<file path="src/rtl/hazard_if.sv">
// Pipeline hazard signals: master is the pipeline side providing stage info,
// slave is the hazard controller returning stall/flush controls.
interface hazard_if #(
   parameter int CNT_W = 16
);
   logic [4:0]       RsAddrD;
   logic [4:0]       RtAddrD;
   logic             UsesRtD;
   logic             MemReadE;
   logic             RegWriteE;
   logic [4:0]       RAddrE;
   logic             MULOpE;
   logic             BranchTakenE;
   logic             CountClear;
   logic             StallF;
   logic             StallD;
   logic             StallE;
   logic             FlushD;
   logic             FlushE;
   logic             FlushM;
   logic             MulBusy;
   logic             MulDone;
   logic [CNT_W-1:0] StallCycles;

   modport master (
      output RsAddrD, RtAddrD, UsesRtD, MemReadE, RegWriteE, RAddrE,
             MULOpE, BranchTakenE, CountClear,
      input  StallF, StallD, StallE, FlushD, FlushE, FlushM,
             MulBusy, MulDone, StallCycles
   );

   modport slave (
      input  RsAddrD, RtAddrD, UsesRtD, MemReadE, RegWriteE, RAddrE,
             MULOpE, BranchTakenE, CountClear,
      output StallF, StallD, StallE, FlushD, FlushE, FlushM,
             MulBusy, MulDone, StallCycles
   );
endinterface

</file>
<file path="src/rtl/hazard_ctrl.sv">
// Stall/flush sequencing for the 5-stage core: load-use, taken branch,
// multi-cycle multiply, plus a saturating stall-cycle counter.
//
//  state    | meaning
//  RUN      | normal issue; branch > multiply > load-use priority
//  MUL_BUSY | multiply holding EX; front end stalled until MulCnt reaches 0
module hazard_ctrl #(
   parameter int MUL_LAT = 4,
   parameter int CNT_W   = 16
) (
   input logic   clk,
   input logic   rst,
   hazard_if.slave bus
);
   typedef enum logic {
      RUN      = 1'b0,
      MUL_BUSY = 1'b1
   } state_t;

   localparam logic [3:0]       MUL_INIT = 4'(MUL_LAT - 2);
   localparam logic [CNT_W-1:0] CNT_MAX  = '1;

   state_t           state_q, state_d;
   logic [3:0]       mul_cnt_q, mul_cnt_d;
   logic [CNT_W-1:0] stall_cycles_q, stall_cycles_d;

   logic load_use;
   logic stall_f, stall_d, stall_e;
   logic flush_d, flush_e, flush_m;
   logic mul_busy, mul_done;

   assign load_use = bus.MemReadE && bus.RegWriteE && (bus.RAddrE != 5'd0) &&
                     ((bus.RAddrE == bus.RsAddrD) ||
                      (bus.UsesRtD && (bus.RAddrE == bus.RtAddrD)));

   always_comb begin
      state_d        = state_q;
      mul_cnt_d      = mul_cnt_q;
      stall_cycles_d = stall_cycles_q;
      stall_f        = 1'b0;
      stall_d        = 1'b0;
      stall_e        = 1'b0;
      flush_d        = 1'b0;
      flush_e        = 1'b0;
      flush_m        = 1'b0;
      mul_busy       = 1'b0;
      mul_done       = 1'b0;
      // Outputs are forced quiet while reset is asserted, independent of the clock.
      if (!rst) begin
         case (state_q)
            MUL_BUSY: begin
               mul_busy = 1'b1;
               stall_f  = 1'b1;
               stall_d  = 1'b1;
               if (mul_cnt_q != 4'd0) begin
                  stall_e   = 1'b1;
                  flush_m   = 1'b1;
                  mul_cnt_d = mul_cnt_q - 4'd1;
               end else begin
                  mul_done = 1'b1;
                  state_d  = RUN;
               end
            end
            default: begin
               if (bus.BranchTakenE) begin
                  flush_d = 1'b1;
                  flush_e = 1'b1;
               end else if (bus.MULOpE) begin
                  stall_f   = 1'b1;
                  stall_d   = 1'b1;
                  stall_e   = 1'b1;
                  flush_m   = 1'b1;
                  state_d   = MUL_BUSY;
                  mul_cnt_d = MUL_INIT;
               end else if (load_use) begin
                  stall_f = 1'b1;
                  stall_d = 1'b1;
                  flush_e = 1'b1;
               end
            end
         endcase

         if (bus.CountClear) begin
            stall_cycles_d = '0;
         end else if (stall_f && (stall_cycles_q != CNT_MAX)) begin
            stall_cycles_d = stall_cycles_q + CNT_W'(1);
         end
      end
   end

   always_ff @(posedge clk or posedge rst) begin
      if (rst) begin
         state_q        <= RUN;
         mul_cnt_q      <= 4'd0;
         stall_cycles_q <= '0;
      end else begin
         state_q        <= state_d;
         mul_cnt_q      <= mul_cnt_d;
         stall_cycles_q <= stall_cycles_d;
      end
   end

   assign bus.StallF      = stall_f;
   assign bus.StallD      = stall_d;
   assign bus.StallE      = stall_e;
   assign bus.FlushD      = flush_d;
   assign bus.FlushE      = flush_e;
   assign bus.FlushM      = flush_m;
   assign bus.MulBusy     = mul_busy;
   assign bus.MulDone     = mul_done;
   assign bus.StallCycles = stall_cycles_q;
endmodule

</file>
<file path="src/flat_wrapper.sv">
// flat-port wrapper written by rule: the top's interface ports become plain ports
module hazard_ctrl_flat 
#(
   parameter int MUL_LAT = 4,
   parameter int CNT_W   = 16
)
  (clk, rst, bus_RsAddrD, bus_RtAddrD, bus_UsesRtD, bus_MemReadE, bus_RegWriteE, bus_RAddrE, bus_MULOpE, bus_BranchTakenE, bus_CountClear, bus_StallF, bus_StallD, bus_StallE, bus_FlushD, bus_FlushE, bus_FlushM, bus_MulBusy, bus_MulDone, bus_StallCycles);
  hazard_if #(.CNT_W(CNT_W)) bus_i ();
  input logic clk;
  input logic rst;
  input wire logic [$bits(bus_i.RsAddrD)-1:0] bus_RsAddrD;
  input wire logic [$bits(bus_i.RtAddrD)-1:0] bus_RtAddrD;
  input wire logic [$bits(bus_i.UsesRtD)-1:0] bus_UsesRtD;
  input wire logic [$bits(bus_i.MemReadE)-1:0] bus_MemReadE;
  input wire logic [$bits(bus_i.RegWriteE)-1:0] bus_RegWriteE;
  input wire logic [$bits(bus_i.RAddrE)-1:0] bus_RAddrE;
  input wire logic [$bits(bus_i.MULOpE)-1:0] bus_MULOpE;
  input wire logic [$bits(bus_i.BranchTakenE)-1:0] bus_BranchTakenE;
  input wire logic [$bits(bus_i.CountClear)-1:0] bus_CountClear;
  output wire logic [$bits(bus_i.StallF)-1:0] bus_StallF;
  output wire logic [$bits(bus_i.StallD)-1:0] bus_StallD;
  output wire logic [$bits(bus_i.StallE)-1:0] bus_StallE;
  output wire logic [$bits(bus_i.FlushD)-1:0] bus_FlushD;
  output wire logic [$bits(bus_i.FlushE)-1:0] bus_FlushE;
  output wire logic [$bits(bus_i.FlushM)-1:0] bus_FlushM;
  output wire logic [$bits(bus_i.MulBusy)-1:0] bus_MulBusy;
  output wire logic [$bits(bus_i.MulDone)-1:0] bus_MulDone;
  output wire logic [$bits(bus_i.StallCycles)-1:0] bus_StallCycles;
  assign bus_i.RsAddrD = bus_RsAddrD;
  assign bus_i.RtAddrD = bus_RtAddrD;
  assign bus_i.UsesRtD = bus_UsesRtD;
  assign bus_i.MemReadE = bus_MemReadE;
  assign bus_i.RegWriteE = bus_RegWriteE;
  assign bus_i.RAddrE = bus_RAddrE;
  assign bus_i.MULOpE = bus_MULOpE;
  assign bus_i.BranchTakenE = bus_BranchTakenE;
  assign bus_i.CountClear = bus_CountClear;
  assign bus_StallF = bus_i.StallF;
  assign bus_StallD = bus_i.StallD;
  assign bus_StallE = bus_i.StallE;
  assign bus_FlushD = bus_i.FlushD;
  assign bus_FlushE = bus_i.FlushE;
  assign bus_FlushM = bus_i.FlushM;
  assign bus_MulBusy = bus_i.MulBusy;
  assign bus_MulDone = bus_i.MulDone;
  assign bus_StallCycles = bus_i.StallCycles;
  hazard_ctrl #(.MUL_LAT(MUL_LAT), .CNT_W(CNT_W)) u_core (.clk(clk), .rst(rst), .bus(bus_i));
endmodule
</file>
<file path="config.mk">
export PLATFORM = sky130hd
export DESIGN_NAME = hazard_ctrl_flat
export DESIGN_NICKNAME = d
export VERILOG_FILES = /design/src/rtl/hazard_if.sv /design/src/rtl/hazard_ctrl.sv /design/src/flat_wrapper.sv
export SDC_FILE = /design/constraint.sdc
export NUM_CORES = 1
export LEC_CHECK = 0
export BUFFER_PORTS_ARGS = -buffer_cell sky130_fd_sc_hd__buf_2
export CORE_ASPECT_RATIO = 1.2
export CORE_UTILIZATION = 39
export CTS_CLUSTER_SIZE = 28
export DETAILED_ROUTE_END_ITERATION = 8
export SLEW_MARGIN = 20
export SYNTH_ARGS = -nofsm -noshare
export SYNTH_HDL_FRONTEND = slang
export SYNTH_SLANG_ARGS = --single-unit
</file>
<file path="constraint.sdc">
create_clock -name clk -period 2.75 [get_ports clk]
set_input_delay 0.275 -clock clk [delete_from_list [all_inputs] [get_ports clk]]
set_output_delay 0.275 -clock clk [all_outputs]
set_load 0.01 [all_outputs]
</file>
==> summary by stage, run 1 <==
STA
Setup repair after global routing left no endpoint under its margin. The setup violation total in the final timing report is 0. The remaining max-slew budget at the tightest pin is 59.8%. The final worst clock skew is 0.00499 ns. Counting I/O delays and the setup requirement, the final critical path takes 2.36 ns. The actual slew at the worst max-slew pin is 0.603 ns. The max-slew violation count came to 0. The final hold violation count is 0.

The post-route setup TNS is 0 ns. Based on the critical path, the design can be clocked at up to 0.424 GHz. The share of the cycle needed by the critical path after routing is 85.7%.

Min path
The worst hold path belongs to the class in2async.

Clock tree
The buffer levels on the longest clock path is 2. Counting the buffers created by CTS gives 3. Clock latency on the worst-skew pair, taken at its later pin, is 0.26 ns. Clock-pin slew was measured on the worst setup and hold paths at 0.08 ns. The TritonCTS sink count is 21. The number of gates resized after CTS was 0. The number of setup buffers added after CTS is 0. The tree is rooted in a sky130_fd_sc_hd__clkbuf_8. In this run the number of H-tree levels came out at 1. The TritonCTS clock tree is done. The number of hold-repair buffers added at the cts stage is 0.

Logic synthesis
The flip-flop cell with the highest count after synthesis is sky130_fd_sc_hd__dfrtp_1. Counting every instance in the synthesized netlist gives 177. The fraction of the mapped netlist area in compound gates is 22.4%. The post-synthesis share of cell area spent on xor and xnor gates is 5.65%.

The count of flip-flops with a built-in enable after synthesis is 0. The proportion of synthesized flip-flops having asynchronous set or reset is 100%. The synthesis-stage register bit count is 21. By area, the combinational part of the netlist is dominated by simple AND/OR/NAND/NOR gates. The adder and majority cell fraction of the synthesized area is 1.61%. The number of unique standard cell types used by synthesis is 48. The share of synthesized area occupied by flip-flops and latches is 33.9%. The multiplexer share of the synthesized area is 0.726%. The number of nets in the synthesized netlist is 202.

The count of synthesis-stage warnings from yosys is 0. The simple logic cell fraction of the synthesized area is 28.6%. The synthesized area per cell is 8.76 um2. The synthesized area is 0.00155 mm2.

Die
The area inside the core boundary is 0.00372 mm2. Once the floorplan was initialized, standard cells occupied 41.6% of the core. The width of the chip is 59.6 um. 47 I/O pins were placed.

In this run the core area contains 24 standard-cell rows. The die outline area is 0.00423 mm2. The die extent in y is 71.1 um.

Drt
Dividing the detail-routed wire length by the instance count gives 14.6 um. The number of vias after detailed routing is 1541. In this run the remaining antenna-violating nets after routing total 0.

Dividing the detail-routed via count by the number of cells gives 5.71. The detailed-route wire length is 3940 um. After detailed routing, the number of remaining DRC violations is 0. The first-pass detailed-route iteration total is 4. The number of violations reported at the end of detailed-routing iteration 0 is 98.

Finish
The final core utilization is 48.8%. 0 antenna diodes ended up in the layout. Leaving out fill and tap cells, the most frequent cells in the layout are 46 x sky130_fd_sc_hd__buf_2, 21 x sky130_fd_sc_hd__dfrtp_1, 18 x sky130_fd_sc_hd__nand2_1, 18 x sky130_fd_sc_hd__nand3_1, 12 x sky130_fd_sc_hd__nor3_1.

After routing the design area is 0.00182 mm2. The layout overhead on the synthesized area is 17.3%. After the last flow step, the layout net total stands at 244. The ratio of cells with drive above 1 in the final layout is 27.5%. The most common cell after layout, fill and taps aside is sky130_fd_sc_hd__buf_2.

The count of fill cells added during filler insertion is 397.

Status
The flow ran to the end, and the final reports show no timing, DRC or antenna violations.

Critical path
At the worst endpoint, the arrival time is 2.08 ns. The data required time of the critical path is 2.48 ns. The cell family contributing the most delay on the critical path is compound AO/OA/AOI/OAI gates. The worst setup path is launched from a flip-flop. The kind of capture point of the worst setup path is an output port. The critical setup path kind is reg2out. In this run the worst path has a maximum fanout of 9. The signal on the critical path passes through inv_1 > a21oi_1 > o21ai_0 > a21oi_1 > buf_2. The critical path contains buffers and inverters numbering 2 combined.

The most repeated library cell on the critical path is sky130_fd_sc_hd__a21oi_1. For this design, the slowest cell found on the critical path is sky130_fd_sc_hd__a21oi_1. The delay of the slowest cell on the worst path is 0.50 ns.

Power
Power spread over the standard cell area amounts to 478 mW/mm2. The worst voltage drop across the vdd grid is 0.235 mV. The total leakage power is 0.853 nW.

Global routing
The via count of the first global-routing pass is 1476. The maximum number of pins on one net before global-route repair is 20. Global routing consumed, over all layers together, 20.4% of the routing resources. The sum of overflow across all layers after global routing is 0. The global-route wire length before repair is 6710 um. The number of antenna violations at the first check in global routing is 0.

Placed design
After detailed placement, the total cell area comes to 0.00177 mm2. After legalization and detailed placement, the total HPWL measured 2970 um. Port buffering added 46 buffers. The placer congestion estimate is 0.864.

Flow run
Across the run, the number of max-cap violations was 0.
cells in the mapped netlist (2+ instances only):
library cell                n  share of area, %
sky130_fd_sc_hd__a32o_1     3               1.9
sky130_fd_sc_hd__a32oi_1    2               1.1
sky130_fd_sc_hd__ha_1       2               1.6
sky130_fd_sc_hd__nand2_1   18               4.4
sky130_fd_sc_hd__o311ai_0   6               3.4
sky130_fd_sc_hd__xnor2_1   10               5.6
sky130_fd_sc_hd__buf_6      4               2.9
sky130_fd_sc_hd__o311a_1    2               1.3
sky130_fd_sc_hd__nor3_1    12               3.9
sky130_fd_sc_hd__nor2b_1    4               1.6
sky130_fd_sc_hd__inv_1      7               1.7
sky130_fd_sc_hd__nand3_1   18               5.8
sky130_fd_sc_hd__clkbuf_1   2              0.48
sky130_fd_sc_hd__nand4_1    8               3.2
sky130_fd_sc_hd__buf_4      2              0.97
sky130_fd_sc_hd__dfrtp_1   21                34
sky130_fd_sc_hd__a31oi_1    3               1.2
sky130_fd_sc_hd__a22oi_1    2              0.97
sky130_fd_sc_hd__or3_1      2              0.81
sky130_fd_sc_hd__a21oi_1    3              0.97
sky130_fd_sc_hd__o21ai_0    8               2.6
sky130_fd_sc_hd__and3_1     5               2.0
sky130_fd_sc_hd__nor2_1     8               1.9
layout make-up:
cell class	instances	area [um2]	share of cell area [%]
Sequential cell	21	526	28.9
Multi-Input combinational cell	138	915	50.3
Inverter	8	30.0	1.65
Timing Repair Buffer	47	238	13.1
Clock buffer	4	45.0	2.48
Tap cell	52	65.1	3.58
worst paths after layout:
check	start	end	slack, ns	cells past startpoint
hold reg to reg	u_core.mul_cnt_q[3]$_DFFE_PP0P_	u_core.mul_cnt_q[3]$_DFFE_PP0P_	0.50	1
setup / recovery	u_core.state_q$_DFFE_PP0N_	bus_StallE	0.39	5
max in group asynchronous	rst	u_core.bus.StallCycles[0]$_DFFE_PP0P_	1.97	3
hold / removal	rst	u_core.mul_cnt_q[2]$_DFFE_PP0P_	0.21	2
setup reg to reg	u_core.bus.StallCycles[0]$_DFFE_PP0P_	u_core.bus.StallCycles[3]$_DFFE_PP0P_	0.54	7
min in group clk	rst	u_core.bus.StallCycles[8]$_DFFE_PP0P_	0.43	3
where the power goes:
part / internal, W / switching (W)
sequential: 0.000352 / 0.0000444
clock: 0.000103 / 0.000101
combinational: 0.000110 / 0.000158
total: 0.000566 / 0.000303
flip-flops by register name, summed over array words and instances, names as in the netlist:
name and count:
u_core.bus.StallCycles 16, u_core.mul_cnt_q 4, u_core.state_q 1
metrics by stage:
stage	power [W]	setup slack (ns)	cells	hold WS [ns]
after floorplan	0.000587	0.674	177	0.424
after global placement	0.000659	0.421	266	0.479
after detailed placement	0.000671	0.392	266	0.492
after CTS	0.000882	0.411	270	0.239
after global routing	0.000930	0.221	270	0.290
final	0.000869	0.394	270	0.215
logic make-up (layout without fill, tap and decap cells):
group,count (synthesis),after routing
AOI/OAI and AO/OA,43,43
xor gates and xnor gates,10,10
adders and majority gates,2,2
buffers and inverters,18,59
DFF,21,21
muxes,1,1
and+or+nand+nor,82,82
metal layers:
layer / global-route usage, % / vias to the layer above / share of wire (%)
met5: 0 / - / 0
met4: 6.20 / 0 / 1.1
met3: 2.93 / 4 / 3.2
met2: 34.8 / 38 / 50
met1: 26.3 / 743 / 45
li1: - / 756 / -
Note: power is estimated with default switching activity, not from simulation.
==> run 2, diff against run 1 <==
--- a/config.mk
+++ b/config.mk
@@ -10,6 +10,7 @@
 export CORE_UTILIZATION = 39
 export CTS_CLUSTER_SIZE = 28
 export DETAILED_ROUTE_END_ITERATION = 8
+export PLACE_DENSITY = 0.61
 export SLEW_MARGIN = 20
 export SYNTH_ARGS = -nofsm -noshare
 export SYNTH_HDL_FRONTEND = slang
==> run 2 against run 1 <==
Global-route usage up 0.44 points. Clock skew about the same. Sequential power about the same. Die area unchanged. Critical path type unchanged. Highest routed layer unchanged.
==> summary by stage, run 2 (synthesis results as in run 1) <==
Status
The run finished with clean final reports.

Drt
The post-detailed-route via-to-cell ratio is 5.86. The detailed router placed 1588 vias in this run. The detailed-route wire length is 4140 um. For this run, the detailed router's first-pass iteration total came to 4. The mean routed wirelength per cell is 15.3 um. The number of violations reported at the end of detailed-routing iteration 0 is 111. After detailed routing, the number of remaining DRC violations is 0. The post-detailed-route count of antenna-violating nets is 0.

Clock tree
The number of resized instances in the post-cts repair step is 0. The number of buffers inserted to repair setup after CTS is 0. The number of buffers created by CTS is 3. For the worst-skew pair, the clock arrives at the later sink with an insertion delay of 0.27 ns. The number of hold-repair buffers added at the cts stage is 0.

Clock tree synthesis found a total of 21 sinks. The TritonCTS clock tree is done. The clock root buffer is sky130_fd_sc_hd__clkbuf_8.

The clock passes through at most 2 buffers. In this run the number of H-tree levels came out at 1. After clock tree synthesis, the clock-pin slew on the worst setup and hold paths is 0.08 ns.

Power
In this run the static leakage power is 0.861 nW. The worst voltage drop across the vdd grid is 0.164 mV. For this design the ratio of total power to cell area is 480 mW/mm2.

STA
For the finished layout, the period the worst path requires is 2.42 ns. The remaining max-slew budget at the tightest pin is 59.1%. Adding up every negative setup slack in the final design gives 0 ns. The final critical path takes up 87.8% of the cycle.

Derived from the worst setup path, the maximum achievable clock frequency is 0.414 GHz. In the post-route analysis, the smallest setup slack over all paths is 0.335 ns. For the pin with the worst max-slew slack, the measured transition is 0.614 ns. Setup repair after global routing left no endpoint under its margin. The final hold violation count is 0. Across the routed clock network, the largest skew measured is 0.00457 ns.

Final hold analysis gives a worst-case slack of 0.229 ns. The max-slew violation count is 0. Setup violations remaining at the end of the flow were counted as 0.

Die
The region available for standard cell placement spans 0.00372 mm2. The number of placement rows is 24. The die extent in y is 71.1 um.

During I/O placement, the number of pins put on the boundary was 47. The initial core utilization is 41.6%. The width of the chip is 59.6 um. The floorplan step defined a die boundary enclosing 0.00423 mm2.

Finish
The top cell types in the final layout, fill and taps aside, are 46 x sky130_fd_sc_hd__buf_2, 21 x sky130_fd_sc_hd__dfrtp_1, 18 x sky130_fd_sc_hd__nand2_1, 18 x sky130_fd_sc_hd__nand3_1, 12 x sky130_fd_sc_hd__nor3_1. Once layout is complete, the utilization of the core stands at 49.1%. The library cell used most frequently in the layout, excluding fill and tap cells, is sky130_fd_sc_hd__buf_2. The number of flip-flops under the largest register name is 16. The number of antenna diodes in the final layout is 0.

Compared with the post-synthesis result, the final layout area differs by 17.8%. After the last flow step, the layout net total stands at 245. The ratio of cells with drive above 1 in the final layout is 28.3%.

Global routing
Entering global routing, the biggest net connects 20 pins. The number of antenna violations at the first check in global routing is 0. The first global-routing pass estimated 6850 um of wire. The overall track demand over capacity in global routing is 20.9%. The via count of the first global-routing pass came to 1532. Summed over all layers, the global routing overflow is 0.

Placed design
In this run the tool buffered the top-level ports with 46 buffer cells. The setup slack at placement is 0.580 ns. The congestion estimate from routability-driven global placement came to 0.791. The placed wire-length estimate is 3120 um.

Critical path
For this design, the slowest cell found on the critical path is sky130_fd_sc_hd__a21oi_1. STA classifies the critical path startpoint as a flip-flop. The critical path in this run is classified as reg2out. Grouping stages by cell kind, the critical path spends the most delay in compound AO/OA/AOI/OAI gates. For this run, the slowest stage of the critical path takes 0.52 ns. The data required time of the critical path is 2.48 ns. The kind of capture point of the worst setup path is an output port. The data arrival at the endpoint of the critical path is 2.14 ns. The most repeated library cell on the critical path is sky130_fd_sc_hd__a21oi_1. The buffering stage count on the worst path with inverters included is 2.

Walking the worst path, the cells encountered are inv_1 > a21oi_1 > o21ai_0 > a21oi_1 > buf_2. The biggest fanout along the worst timing path is 9.

Min path
The class of the most critical hold timing path is in2async.

Flow run
Max-cap violations in this run came to 0.
## run 2: cell count changes in the layout (fill, tap and decap cells not counted), sizes merged
cell	before	now
clkinv	0	1
buf	47	48
clkbuf	4	3
## run 2: layout make-up
class	instances	area, um2
clock buffers	3	41.3
clock inverters	1	5.00
fillers	385	1900
inverters	8	30.0
multi-input cells	138	915
flip-flops and latches	21	526
well taps	52	65.1
repair buffers	48	245
## run 2: final timing paths
check / slack, ns / endpoint / startpoint / cells after the start
hold reg to reg: 0.52 / u_core.mul_cnt_q[3]$_DFFE_PP0P_ / u_core.mul_cnt_q[3]$_DFFE_PP0P_ / 1
setup reg to reg: 0.55 / u_core.bus.StallCycles[3]$_DFFE_PP0P_ / u_core.bus.StallCycles[0]$_DFFE_PP0P_ / 7
max in group asynchronous: 1.95 / u_core.bus.StallCycles[6]$_DFFE_PP0P_ / rst / 3
min in group clk: 0.45 / u_core.bus.StallCycles[8]$_DFFE_PP0P_ / rst / 3
setup / recovery: 0.33 / bus_StallE / u_core.state_q$_DFFE_PP0N_ / 5
hold / removal: 0.23 / u_core.bus.StallCycles[0]$_DFFE_PP0P_ / rst / 2
## run 2: stage by stage
| stage | total power (W) | instance area (um2) | instances |
|---|---|---|---|
| floorplan | 0.000587 | 1550 | 177 |
| global placement | 0.000659 | 1780 | 267 |
| detailed placement | 0.000675 | 1780 | 267 |
| CTS | 0.000888 | 1830 | 271 |
| global route | 0.000938 | 1830 | 271 |
| finish | 0.000877 | 1830 | 271 |
## run 2: report_power, final
part	leakage [nW]	internal, W	switching, W
clock network	0.0255	0.000101	0.000107
registers	0.284	0.000352	0.0000432
logic	0.551	0.000113	0.000160
total	0.861	0.000566	0.000310
## run 2: routing by layer
layer | wire, um | share of wire (%) | track usage [%]
met1 | 1710 | 41 | 26.1
met2 | 2220 | 54 | 35.2
met3 | 164 | 4.0 | 3.47
met4 | 50 | 1.2 | 8.01
met5 | 0 | 0 | 0
==> run 3, diff against run 2 <==
--- a/config.mk
+++ b/config.mk
@@ -7,10 +7,10 @@
 export LEC_CHECK = 0
 export BUFFER_PORTS_ARGS = -buffer_cell sky130_fd_sc_hd__buf_2
 export CORE_ASPECT_RATIO = 1.2
-export CORE_UTILIZATION = 39
+export CORE_UTILIZATION = 25
 export CTS_CLUSTER_SIZE = 28
 export DETAILED_ROUTE_END_ITERATION = 8
-export PLACE_DENSITY = 0.61
+export PLACE_DENSITY = 0.43
 export SLEW_MARGIN = 20
 export SYNTH_ARGS = -nofsm -noshare
 export SYNTH_HDL_FRONTEND = slang
==> run 3 against run 2 <==
The flow now finishes with violations (DRC). Global-route usage decreased by 7.0 points. Total power increased by 0.69%. Sequential share of layout area decreased by 0.58 points. Combinational power about the same. Non-clock buffer count unchanged. Largest cell class unchanged. Highest routed layer unchanged.
==> summary by stage, run 3 (synthesis results as in run 1) <==
Global routing
Entering global routing, the biggest net connects 21 pins. For met2 alone, demand over resource in global routing was 24.8%. Global routing consumed, on the met3 layer, 1.71% of the routing resources. The via count of the first global-routing pass came to 1491.

The sum of overflow across all layers after global routing is 0. The global-route wire length before repair is 7030 um. The number of antenna violations at the first check in global routing is 0. The peak-usage layer in the global routing report is met2. Global routing consumed, over all layers together, 13.8% of the routing resources. In the global route stage, met1 resource usage came out at 17.2%.

Power
For this design the static power due to leakage is 0.861 nW. VDD sags by at most 0.155 mV. In this run the power density over the cells is 473 mW/mm2.

Die
The number of primary I/O pins is 47. For this configuration, the core starts out at a cell density of 25.8%. In this run the horizontal extent of the chip is 73.9 um.

The floorplan has 31 rows. The core region is 0.00601 mm2. The die outline area is 0.00652 mm2.

Measured along the y axis, the die boundary spans 88.3 um.

STA
The worst hold slack is 0.124 ns. The actual slew at the worst max-slew pin is 0.573 ns. Of the available clock period, the critical path in the final layout requires 84.8%. Setup violations remaining at the end of the flow were counted as 0. Setup repair after global routing left no endpoint under its margin. The max-slew violation count is 0.

The final hold violation count is 0. The final critical path time including I/O delays and setup is 2.33 ns. Timing would allow up to 0.429 GHz.

Adding up every negative setup slack in the final design gives 0 ns. Across the routed clock network, the largest skew measured is 0.00521 ns. The remaining max-slew budget at the tightest pin is 61.8%.

Clock tree
For the worst-skew pair, the clock arrives at the later sink with an insertion delay of 0.27 ns. The TritonCTS sink count is 21. In this run, CTS created clock tree buffers numbering 3. Clock-pin slew was measured on the worst setup and hold paths at 0.09 ns.

After clock tree synthesis, the repair step resized 0 gates. The buffer levels on the longest clock path is 2. CTS built an H-tree with a depth of 1. The number of buffers inserted to repair setup after CTS is 0. TritonCTS built the clock tree. In this run, post-CTS hold repair placed 0 buffers. The clock root buffer is sky130_fd_sc_hd__clkbuf_8.

Critical path
In this run the critical register-to-register path is launched from u_core.bus.StallCycles[0]$_DFFE_PP0P_. The critical path is of the reg2out type. The capture point of the worst path is bus_StallE. The biggest fanout along the worst timing path is 9.

The worst register-to-register path has a depth of 7. The endpoint of the worst register-to-register path is u_core.bus.StallCycles[3]$_DFFE_PP0P_. The worst setup path is launched from a flip-flop.

STA classifies the critical path endpoint as an output port. Across all register-to-register paths, the minimum setup slack is 0.53 ns. The data arrival at the endpoint of the critical path is 2.06 ns. In this run the worst setup path begins at u_core.state_q$_DFFE_PP0N_.

The data required time of the critical path is 2.48 ns.

Status
The checks that failed: DRC. The flow ran to the end, but the final reports show violations.

Flow run
The max capacitance violation total is 0.

Finish
The number of flip-flops under the largest register name is 16. The number of diodes is 0. The layout overhead on the synthesized area is 20.3%. The register area is 526 um2.

The most common cell after layout, fill and taps aside is sky130_fd_sc_hd__buf_2. The ratio of cells with drive above 1 in the final layout is 28.3%. For this run, the post-layout net count is 245. The count of fill cells added during filler insertion is 643. In the final layout, the multi-input gates occupy 915 um2.

The top cell types in the final layout, fill and taps aside, are 46 x sky130_fd_sc_hd__buf_2, 21 x sky130_fd_sc_hd__dfrtp_1, 18 x sky130_fd_sc_hd__nand2_1, 18 x sky130_fd_sc_hd__nand3_1, 12 x sky130_fd_sc_hd__nor3_1.

Drt
Dividing the detail-routed via count by the number of cells gives 5.17. The mean routed wirelength per cell is 14.2 um. In the routed design, unresolved DRC markers number 2. Wires add up to 4280 um. In this run the remaining antenna-violating nets after routing total 0. The number of vias after detailed routing is 1557.

After the first detailed-routing iteration, the DRC count stood at 51. The first TritonRoute pass finished after 6 iterations.

Placed design
Detailed placement ended at an HPWL of 3140 um. The count of buffers added on input and output ports is 46. At the end of routability-driven placement, the weighted congestion stood at 0.729.

Min path
The class of the most critical hold timing path is in2async.
run 3: cell counts in the layout (fill, tap and decap cells not counted):
Identical to the previous run, type by type.
run 3: power breakdown:
group / switching, W / internal [W] / leakage, nW / total [W]
Clock: 0.000115 / 0.000101 / 0.0255 / 0.000216
Sequential: 0.0000435 / 0.000352 / 0.284 / 0.000396
Combinational: 0.000158 / 0.000112 / 0.551 / 0.000271
Total: 0.000317 / 0.000566 / 0.861 / 0.000883
run 3: worst min path at each step:
stage / slack (ns) / start / end
CTS: 0.13 / rst / u_core.mul_cnt_q[0]$_DFFE_PP0P_
global placement: 0.42 / rst / u_core.mul_cnt_q[0]$_DFFE_PP0P_
floorplan: 0.42 / rst / u_core.bus.StallCycles[0]$_DFFE_PP0P_
finish: 0.12 / rst / u_core.mul_cnt_q[3]$_DFFE_PP0P_
detailed placement: 0.43 / rst / u_core.mul_cnt_q[0]$_DFFE_PP0P_
global route: 0.15 / rst / u_core.mul_cnt_q[0]$_DFFE_PP0P_
run 3: final cells by class:
class | count | share of cell area, %
Clock buffer | 3 | 2.21
Clock inverter | 1 | 0.268
Inverter | 8 | 1.61
Multi-Input combinational cell | 138 | 49.1
Sequential cell | 21 | 28.2
Tap cell | 82 | 5.50
Timing Repair Buffer | 48 | 13.2
run 3: per-layer routing:
metal / vias up / wire (um)
met1: 766 / 1880
met2: 27 / 2200
met3: 6 / 143
met5: - / 0
met4: 0 / 57
li1: 758 / -
run 3: metrics by stage:
step | total power [W] | instances | util, % | worst slack (ns) | instance area [um2]
2_1_floorplan | 0.000587 | 177 | - | 0.674 | 1550
3_3_place_gp | 0.000677 | 297 | 30.2 | 0.606 | 1820
3_5_place_dp | 0.000677 | 297 | 30.2 | 0.540 | 1820
4_1_cts | 0.000895 | 301 | 31.0 | 0.422 | 1860
5_1_grt | 0.000949 | 301 | 31.0 | 0.231 | 1860
6_report | 0.000883 | 301 | 31.0 | 0.419 | 1860
run 3: worst max-delay path, stage by stage, from the launching register on:
cell and delay [ns]:
sky130_fd_sc_hd__dfrtp_1 0.43, sky130_fd_sc_hd__inv_1 0.14, sky130_fd_sc_hd__a21oi_1 0.34, sky130_fd_sc_hd__o21ai_0 0.15, sky130_fd_sc_hd__a21oi_1 0.48, sky130_fd_sc_hd__buf_2 0.24
